[src/rtl/vga_timing_ctrl.sv]
// vga_timing_ctrl: VGA raster timing generator.
//
// Divides the board clock down to the pixel rate. Runs the horizontal and
// vertical counters and produces the sync pulses and the VIDON/HC/VC set
// used by the colour generator. Display start and stop happen only at frame
// boundaries, so a frame is never cut short.
//
// Ports
//   clk          board clock
//   rst          asynchronous, active-high reset
//   en           run enable; start/stop requests take effect at frame edges
//   HC, VC       pixel / line coordinate, 0/0 = first visible pixel
//   VIDON        high inside the visible window while running
//   hsync, vsync active-low sync pulses
//   pix_tick     one-clk pulse per pixel period
//   frame_start  one-clk pulse when HC/VC enter 0/0 on a running frame
//   running      high while frames are being produced (RUN or DRAIN)
//
// Every output is registered. The next-state values are computed
// combinationally and the outputs are derived from those next-state values.
// As a result HC, VC, VIDON and the syncs always change on the same edge.

module vga_timing_ctrl #(
    parameter int CLK_DIV  = 2,
    parameter int H_ACTIVE = 640,
    parameter int H_FP     = 16,
    parameter int H_SYNC   = 96,
    parameter int H_BP     = 48,
    parameter int V_ACTIVE = 480,
    parameter int V_FP     = 10,
    parameter int V_SYNC   = 2,
    parameter int V_BP     = 33
) (
    input  logic       clk,
    input  logic       rst,
    input  logic       en,
    output logic [9:0] HC,
    output logic [9:0] VC,
    output logic       VIDON,
    output logic       hsync,
    output logic       vsync,
    output logic       pix_tick,
    output logic       frame_start,
    output logic       running
);

    localparam int H_TOT = H_ACTIVE + H_FP + H_SYNC + H_BP;
    localparam int V_TOT = V_ACTIVE + V_FP + V_SYNC + V_BP;
    localparam int DIV_W = (CLK_DIV > 1) ? $clog2(CLK_DIV) : 1;

    localparam logic [DIV_W-1:0] DIV_LAST = DIV_W'(CLK_DIV - 1);
    localparam logic [9:0]       H_LAST   = 10'(H_TOT - 1);
    localparam logic [9:0]       V_LAST   = 10'(V_TOT - 1);

    // These bounds use 11 bits because a sync end can sit exactly at 1024.
    localparam logic [10:0] H_VIS    = 11'(H_ACTIVE);
    localparam logic [10:0] V_VIS    = 11'(V_ACTIVE);
    localparam logic [10:0] H_SYN_LO = 11'(H_ACTIVE + H_FP);
    localparam logic [10:0] H_SYN_HI = 11'(H_ACTIVE + H_FP + H_SYNC);
    localparam logic [10:0] V_SYN_LO = 11'(V_ACTIVE + V_FP);
    localparam logic [10:0] V_SYN_HI = 11'(V_ACTIVE + V_FP + V_SYNC);

    localparam logic [1:0] ST_IDLE  = 2'd0;
    localparam logic [1:0] ST_RUN   = 2'd1;
    localparam logic [1:0] ST_DRAIN = 2'd2;

    // The counters are 10 bits wide, so neither total may exceed 1024.
    if (CLK_DIV < 1 || H_TOT > 1024 || V_TOT > 1024) begin : g_param_check
        $error("vga_timing_ctrl: CLK_DIV must be >= 1 and H_TOT/V_TOT <= 1024");
    end

    logic [1:0]       state, state_nxt;
    logic [DIV_W-1:0] div, div_nxt;
    logic [9:0]       hc_nxt, vc_nxt;
    logic             tick_nxt;
    logic             fs_nxt;
    logic             div_wrap;
    logic             at_end;
    logic             active_nxt;

    // NOTE: every signal gets a default at the top of the block. Without a
    // default, a path through the case would leave a signal unassigned, and
    // synthesis would infer a latch.
    always_comb begin
        state_nxt = state;
        div_nxt   = '0;
        hc_nxt    = HC;
        vc_nxt    = VC;
        tick_nxt  = 1'b0;
        fs_nxt    = 1'b0;
        div_wrap  = (div == DIV_LAST);
        at_end    = (HC == H_LAST) && (VC == V_LAST);

        case (state)
            ST_IDLE: begin
                hc_nxt = '0;
                vc_nxt = '0;
                // The first pixel starts on the entry edge itself, so the
                // start latency from en is one clock.
                if (en) begin
                    state_nxt = ST_RUN;
                    tick_nxt  = 1'b1;
                    fs_nxt    = 1'b1;
                end
            end

            ST_RUN, ST_DRAIN: begin
                div_nxt   = div_wrap ? '0 : div + 1'b1;
                tick_nxt  = div_wrap;
                state_nxt = en ? ST_RUN : ST_DRAIN;
                if (div_wrap) begin
                    if (HC == H_LAST) begin
                        hc_nxt = '0;
                        vc_nxt = (VC == V_LAST) ? '0 : VC + 1'b1;
                    end else begin
                        hc_nxt = HC + 1'b1;
                    end
                    if (at_end) begin
                        // The stop decision is taken only here, at the frame
                        // boundary. A stop request that has been withdrawn
                        // (en high again) simply keeps the frame going.
                        if (state == ST_DRAIN && !en) begin
                            state_nxt = ST_IDLE;
                            tick_nxt  = 1'b0;
                        end else begin
                            fs_nxt = 1'b1;
                        end
                    end
                end
            end

            default: begin
                state_nxt = ST_IDLE;
                hc_nxt    = '0;
                vc_nxt    = '0;
            end
        endcase

        active_nxt = (state_nxt != ST_IDLE);
    end

    // NOTE: state registers use non-blocking assignments. All flops then
    // sample their inputs at the same edge, whatever order the statements
    // appear in.
    always_ff @(posedge clk or posedge rst) begin
        if (rst) begin
            state       <= ST_IDLE;
            div         <= '0;
            HC          <= '0;
            VC          <= '0;
            VIDON       <= 1'b0;
            hsync       <= 1'b1;
            vsync       <= 1'b1;
            pix_tick    <= 1'b0;
            frame_start <= 1'b0;
            running     <= 1'b0;
        end else begin
            state       <= state_nxt;
            div         <= div_nxt;
            HC          <= hc_nxt;
            VC          <= vc_nxt;
            VIDON       <= active_nxt && ({1'b0, hc_nxt} < H_VIS) && ({1'b0, vc_nxt} < V_VIS);
            hsync       <= !(active_nxt && ({1'b0, hc_nxt} >= H_SYN_LO) && ({1'b0, hc_nxt} < H_SYN_HI));
            vsync       <= !(active_nxt && ({1'b0, vc_nxt} >= V_SYN_LO) && ({1'b0, vc_nxt} < V_SYN_HI));
            pix_tick    <= tick_nxt;
            frame_start <= fs_nxt;
            running     <= active_nxt;
        end
    end

endmodule

[config.mk]
export PLATFORM = sky130hd
export DESIGN_NAME = vga_timing_ctrl
export DESIGN_NICKNAME = d
export VERILOG_FILES = /design/src/rtl/vga_timing_ctrl.sv
export SDC_FILE = /design/constraint.sdc
export NUM_CORES = 1
export LEC_CHECK = 0
export ABC_AREA = 1
export CELL_PAD_IN_SITES_DETAIL_PLACEMENT = 0
export CELL_PAD_IN_SITES_GLOBAL_PLACEMENT = 2
export CORE_AREA = 3 3 98 72
export CTS_BUF_LIST = sky130_fd_sc_hd__clkbuf_4 sky130_fd_sc_hd__clkbuf_8 sky130_fd_sc_hd__clkbuf_16
export DETAILED_ROUTE_END_ITERATION = 16
export DIE_AREA = 0 0 101 75
export GPL_ROUTABILITY_DRIVEN = 1
export PLACE_DENSITY_LB_ADDON = 0.3
export SLEW_MARGIN = 20
export SYNTH_ARGS = -nofsm -noshare
export SYNTH_HDL_FRONTEND = slang
export SYNTH_SLANG_ARGS = --single-unit
[constraint.sdc]
create_clock -name clk -period 2.4 [get_ports clk]
set_input_delay 0.24 -clock clk [delete_from_list [all_inputs] [get_ports clk]]
set_output_delay 0.24 -clock clk [all_outputs]
set_load 0.02 [all_outputs]
==> results of run 1 <==
==> power breakdown <==
part	leakage (nW)	internal (W)	total (W)	switching [W]
Sequential	0.385	0.000557	0.000629	0.0000722
Combinational	0.617	0.000259	0.000715	0.000456
Clock	0.0574	0.000337	0.000539	0.000201
==> registers in the layout (all words and copies together) (netlist names) <==
register and flops:
running 1, div 1, VIDON 1, vsync 1, VC 10, HC 10
pix_tick 1, state 2, frame_start 1, hsync 1
==> routing by layer <==
layer / track usage / part of all wire
met2: 0.180 / 0.38
met5: 0 / 0
met3: 0.0370 / 0.046
met1: 0.238 / 0.57
met4: 0.0310 / 0.0034
==> final timing paths <==
check / slack, ns / from / cells past startpoint / endpoint
hold / removal: 0.32 / rst / 3 / running
max in group asynchronous: 1.75 / rst / 3 / vsync
hold reg to reg: 0.56 / HC[1] / 1 / HC[1]
min in group clk: 0.56 / HC[1] / 1 / HC[1]
setup reg to reg: 0.38 / HC[1] / 10 / VIDON
setup / recovery: 0.38 / HC[1] / 10 / VIDON
==> layout make-up <==
class | count | area (um2)
flip-flops and latches | 29 | 728
inverters | 40 | 150
fillers | 675 | 3860
well taps | 78 | 97.6
clock buffers | 6 | 82.6
clock inverters | 2 | 37.5
repair buffers | 31 | 303
multi-input cells | 179 | 923
==> stage by stage <==
| step | power (W) | util | instance area, um2 | setup WS, ns |
|---|---|---|---|---|
| 6_report | 0.00188 | 0.375 | 2320 | 0.380 |
| 5_1_grt | 0.00201 | 0.375 | 2320 | 0.177 |
| 4_1_cts | 0.00190 | 0.375 | 2320 | 0.357 |
| 3_5_place_dp | 0.00135 | 0.356 | 2200 | 0.385 |
| 3_3_place_gp | 0.00136 | 0.356 | 2200 | 0.426 |
| 2_1_floorplan | 0.00107 | - | 1830 | 0.684 |
==> cells by family after synthesis <==
kind of cell | count (synthesis) | share of synthesized area
AOI/OAI and AO/OA | 18 | 0.0562
DFF | 29 | 0.399
buffers and inverters | 43 | 0.0953
adders and majority gates | 6 | 0.0411
xor gates and xnor gates | 1 | 0.00480
and+or+nand+nor | 154 | 0.404
==> worst max-delay path: cells and delay by family (launching register included) <==
kind,cells,cell delay (ns)
AOI/OAI and AO/OA,1,0.14
adders and majority gates,1,0.26
DFF,1,0.39
and+or+nand+nor,8,1.12
==> cell usage in the layout, fill, tap and decap left out, drive strengths merged, types with 2 or more instances in the layout <==
cell	count
nor3b	2
clkinv	3
ha	6
o21ai	4
nand3b	2
clkbuf	6
buf	3
nand2	79
nand4	8
nand3	26
a21oi	11
dfstp	2
nor3	3
nor2	34
dfrtp	27
inv	37
clkdlybuf4s50	28
==> impl_metrics.json, run 1 <==
{
  "status": "finished, final reports clean",
  "cts_setup_buffers": 0,
  "synth_edf_count": 0,
  "p_per_area_nw_per_um2": 811,
  "leakagePower_nw": 1.06,
  "netlist_instances": 251,
  "dieHeight_um": 75,
  "grt_max_degree": 30,
  "root_buffer": "clkbuf_8",
  "die_w_um": 101,
  "synth_common_cells": "71 x nand2_1, 36 x inv_1, 27 x dfrtp_1",
  "wl_um": 4990,
  "period_minus_slack_ns": 2.02,
  "core_region_area_um2": 6190,
  "cts_tree": "built",
  "first_pass_iters": 5,
  "relSlewSlack": 0.639,
  "crit_top_cell": "nand2_1",
  "crit_fanout": 14,
  "route.vias.total": 1639,
  "cts_resized": 0,
  "dpl.hpwl_um": 3850,
  "crit_path_max_incr_delay_ns": 0.39,
  "crit_type": "reg2reg",
  "dp.cells": 357,
  "synth_fp_nets": 260,
  "finalMaxSlewViolations": 0,
  "tightest_slew_ns": 0.541,
  "yosys_warnings": 0,
  "htree_levels": 2,
  "synthFlopType": "dfrtp_1",
  "final_nets": 295,
  "die_area_um2": 7580,
  "row_count": 24,
  "cp.required_ns": 2.57,
  "synth.area.top_cells": "dfrtp_1 37%, nand2_1 15%, inv_1 7.4%",
  "diodes": 0,
  "synth_cell_types": 29,
  "io_buffers": 28,
  "overflow": 0,
  "drc": 0,
  "rsz0062_at_grt": "no",
  "yosysSeqAreaShare": 0.399,
  "crit_path_end_kind": "register",
  "async_flop_share": 1.00,
  "netlist_area_um2": 1830,
  "synth_most_common_cell": "nand2_1",
  "clock_latency_ns": 0.28,
  "crit_chain": "ha_1 > nand4_1 > nor2_4 > nand3_1 > nand2_1 > nand2_1 > nor2_1 > nand2_1 > o21ai_1 > nor2_1",
  "arrival_ns": 2.19,
  "crit_slowest_cell": "dfrtp_1",
  "synth_top_area_frac": 0.370,
  "viasPerCell": 4.49,
  "fin_crit_sh": 0.842,
  "cts_buffer_depth": 2,
  "synth_top_area_cell": "dfrtp_1",
  "setup_tns_ns": 0,
  "peakVddDrop_v": 0.000493,
  "clock.fmax_ghz": 0.495,
  "finalHoldWorstSlack_ns": 0.321,
  "layout.cells.non_filler": 365,
  "dr.first_iter.drc_count": 79,
  "yosys_register_bits": 29,
  "area_growth_pct": 27.2,
  "grtUsageTotal": 0.144,
  "worst_clock_skew_ns": 0.00368,
  "clkSlewWorstSetupHoldPaths_ns": 0.07,
  "avgSynthCellArea_um2": 7.27,
  "hold_viol": 0,
  "antenna_found_initial": 0,
  "grt_first_pass_wirelength_um": 8290,
  "cts_buffers": 5,
  "ant_nets": 0,
  "drive_gt1_frac": 0.122,
  "start_util": 0.295,
  "startpoint_type": "register",
  "ios": 29,
  "gp_congestion": 0.765,
  "cap_violations": 0,
  "setup_viol": 0,
  "cts.sinks": 29,
  "wire_per_inst_um": 13.7,
  "grt_pass1_vias": 1563,
  "cts_hold_buf": 0,
  "hold_path_class": "in2async"
}
Power figures use the tool's default switching activity.
==> inputs of run 2 (changes only) <==
CORE_AREA = 3 3 103 75   (was 3 3 98 72)
DIE_AREA = 0 0 106 78   (was 0 0 101 75)
clock period = 1.7 ns   (was 2.4 ns; I/O delays follow)
==> run 2 against run 1 <==
  * The flow now finishes with violations (setup timing)
  * Sequential share of layout area down 6.6 points
  * Register-to-register slack worse by 0.46 ns
  * Die area up 9.1%
  * Critical path type unchanged
  * First-iteration DRC count down 10%
  * Power up 71%
  * Combinational power up 120%
  * Count of clock-buffer cells in the layout unchanged
==> impl_metrics.json, run 2 (same netlist as run 1, synthesis figures left out) <==
{
  "start_util": 0.270,
  "hold_path_class": "in2async",
  "p_clk_frac": 0.242,
  "clock.fmax_ghz": 0.561,
  "ant_nets": 0,
  "top_regs": "HC x10, VC x10, state x2",
  "row_count": 25,
  "r2r-start": "HC[0]",
  "switching_share": 0.370,
  "grt_max_degree": 30,
  "cts_buffer_depth": 2,
  "root_buffer": "clkbuf_8",
  "grtUsageTotal": 0.150,
  "wl_um": 5680,
  "first_pass_iters": 4,
  "htree_levels": 2,
  "dpl.hpwl_um": 4450,
  "setup_ws_ns": -0.0810,
  "fin_crit_sh": 1.05,
  "antenna_found_initial": 0,
  "startpoint_type": "register",
  "crit_chain": "ha_2 > nand4_1 > nor2_4 > buf_12 > buf_12 > nand4_1 > nand3_2 > nand2_2 > inv_4 > nand2_4 > nor2_4 > nand2_1",
  "drc": 0,
  "status": "finished, violations left",
  "wire_per_inst_um": 13.0,
  "stdcell_area_um2": 2950,
  "route.vias.total": 1873,
  "seqPwrFrac": 0.259,
  "tightest_slew_ns": 0.392,
  "switchingPower_w": 0.00119,
  "r2r_cells": 12,
  "rsz0062_at_grt": "yes",
  "ios": 29,
  "viasPerCell": 4.28,
  "clock_latency_ns": 0.29,
  "relSlewSlack": 0.739,
  "clkSlewWorstSetupHoldPaths_ns": 0.07,
  "setup_viol": 3,
  "leakagePower_nw": 1.39,
  "violations": "setup timing",
  "cts_hold_buf": 0,
  "crit_path_max_incr_delay_ns": 0.36,
  "p_total_w": 0.00322,
  "final_common_cell": "nand2_1",
  "crit_slowest_cell": "dfrtp_2",
  "cap_violations": 0,
  "peakVddDrop_v": 0.000755,
  "internal_power_w": 0.00203,
  "die_w_um": 106,
  "core_region_area_um2": 6760,
  "placed_cell_area_um2": 2600,
  "grt_first_pass_wirelength_um": 9660,
  "period_minus_slack_ns": 1.78,
  "crit_start": "HC[0]",
  "cts_buffers": 5,
  "cts.sinks": 29,
  "overflow": 0,
  "crit_type": "reg2reg",
  "final_nets": 352,
  "crit_fanout": 6,
  "dieHeight_um": 78,
  "grt_pass1_vias": 1861,
  "dr.first_iter.drc_count": 71,
  "worst_clock_skew_ns": 0.0107,
  "area_growth_pct": 61.4,
  "drive_gt1_frac": 0.346,
  "io_buffers": 28,
  "crit_path_end_kind": "register",
  "hold_viol": 0,
  "cp.required_ns": 1.92,
  "diodes": 0,
  "cts_tree": "built",
  "gp_congestion": 0.801,
  "arrival_ns": 2.00,
  "mostFrequentLayoutCells": "63 x nand2_1, 52 x buf_4, 32 x inv_1",
  "comb_power_share": 0.499,
  "die_area_um2": 8270,
  "finalMaxSlewViolations": 0,
  "p_per_area_nw_per_um2": 1090
}
==> run 2: layer usage <==
metal	vias to the layer above	share of wire	global-route usage
met5	-	0	0
met4	0	0.010	0.0349
met3	7	0.038	0.0324
met2	34	0.39	0.204
met1	857	0.56	0.236
li1	975	-	-
==> run 2: repair_timing <==
action	CTS	global route
setup buffers	7	4
pin swaps	11	21
setup endpoints to repair	2	10
gates resized for setup	18	21
==> run 2: area by class of cell <==
| cell class | count | area, um2 |
|---|---|---|
| tap | 94 | 118 |
| inverter | 40 | 153 |
| clock inverter | 2 | 37.5 |
| multi-input combinational | 179 | 1040 |
| fill | 708 | 3810 |
| sequential | 29 | 731 |
| timing repair buffer | 88 | 787 |
| clock buffer | 6 | 82.6 |
==> run 2: path summary, 6_finish.rpt <==
| kind | to | slack (ns) |
|---|---|---|
| worst max-delay path | vsync | -0.08 |
| worst min-delay path | frame_start | 0.25 |
| worst max register to register | vsync | -0.08 |
| worst min register to register | HC[1] | 0.63 |
| max in group asynchronous | vsync | 1.12 |
| min in group clk | frame_start | 0.54 |
==> run 2: power groups by stage <==
stage | Combinational (W) | Sequential (W) | Clock [W]
after floorplan | 0.000582 | 0.000932 | 0
after global placement | 0.00142 | 0.000848 | 0
after detailed placement | 0.00140 | 0.000848 | 0
after CTS | 0.00147 | 0.000837 | 0.000798
after global routing | 0.00176 | 0.000846 | 0.000835
final | 0.00160 | 0.000834 | 0.000778
==> run 2: per-stage QoR <==
step           hold WS, ns  instances   util  TNS (ns)  worst slack, ns
2_1_floorplan        0.246        251      -         0           0.0330
3_3_place_gp         0.581        420  0.385    -0.526           -0.258
3_5_place_dp         0.580        420  0.385    -0.392           -0.229
4_1_cts              0.257        435  0.420    -0.219          -0.0942
5_1_grt              0.276        438  0.436    -0.946           -0.214
6_report             0.251        438  0.436    -0.138          -0.0810
==> run 2: worst max-delay path: cells and delay by family, from the launching register on <==
family	cells	cell delay [ns]
and+or+nand+nor	8	0.84
DFF	1	0.36
buffers and inverters	3	0.30
adders and majority gates	1	0.20
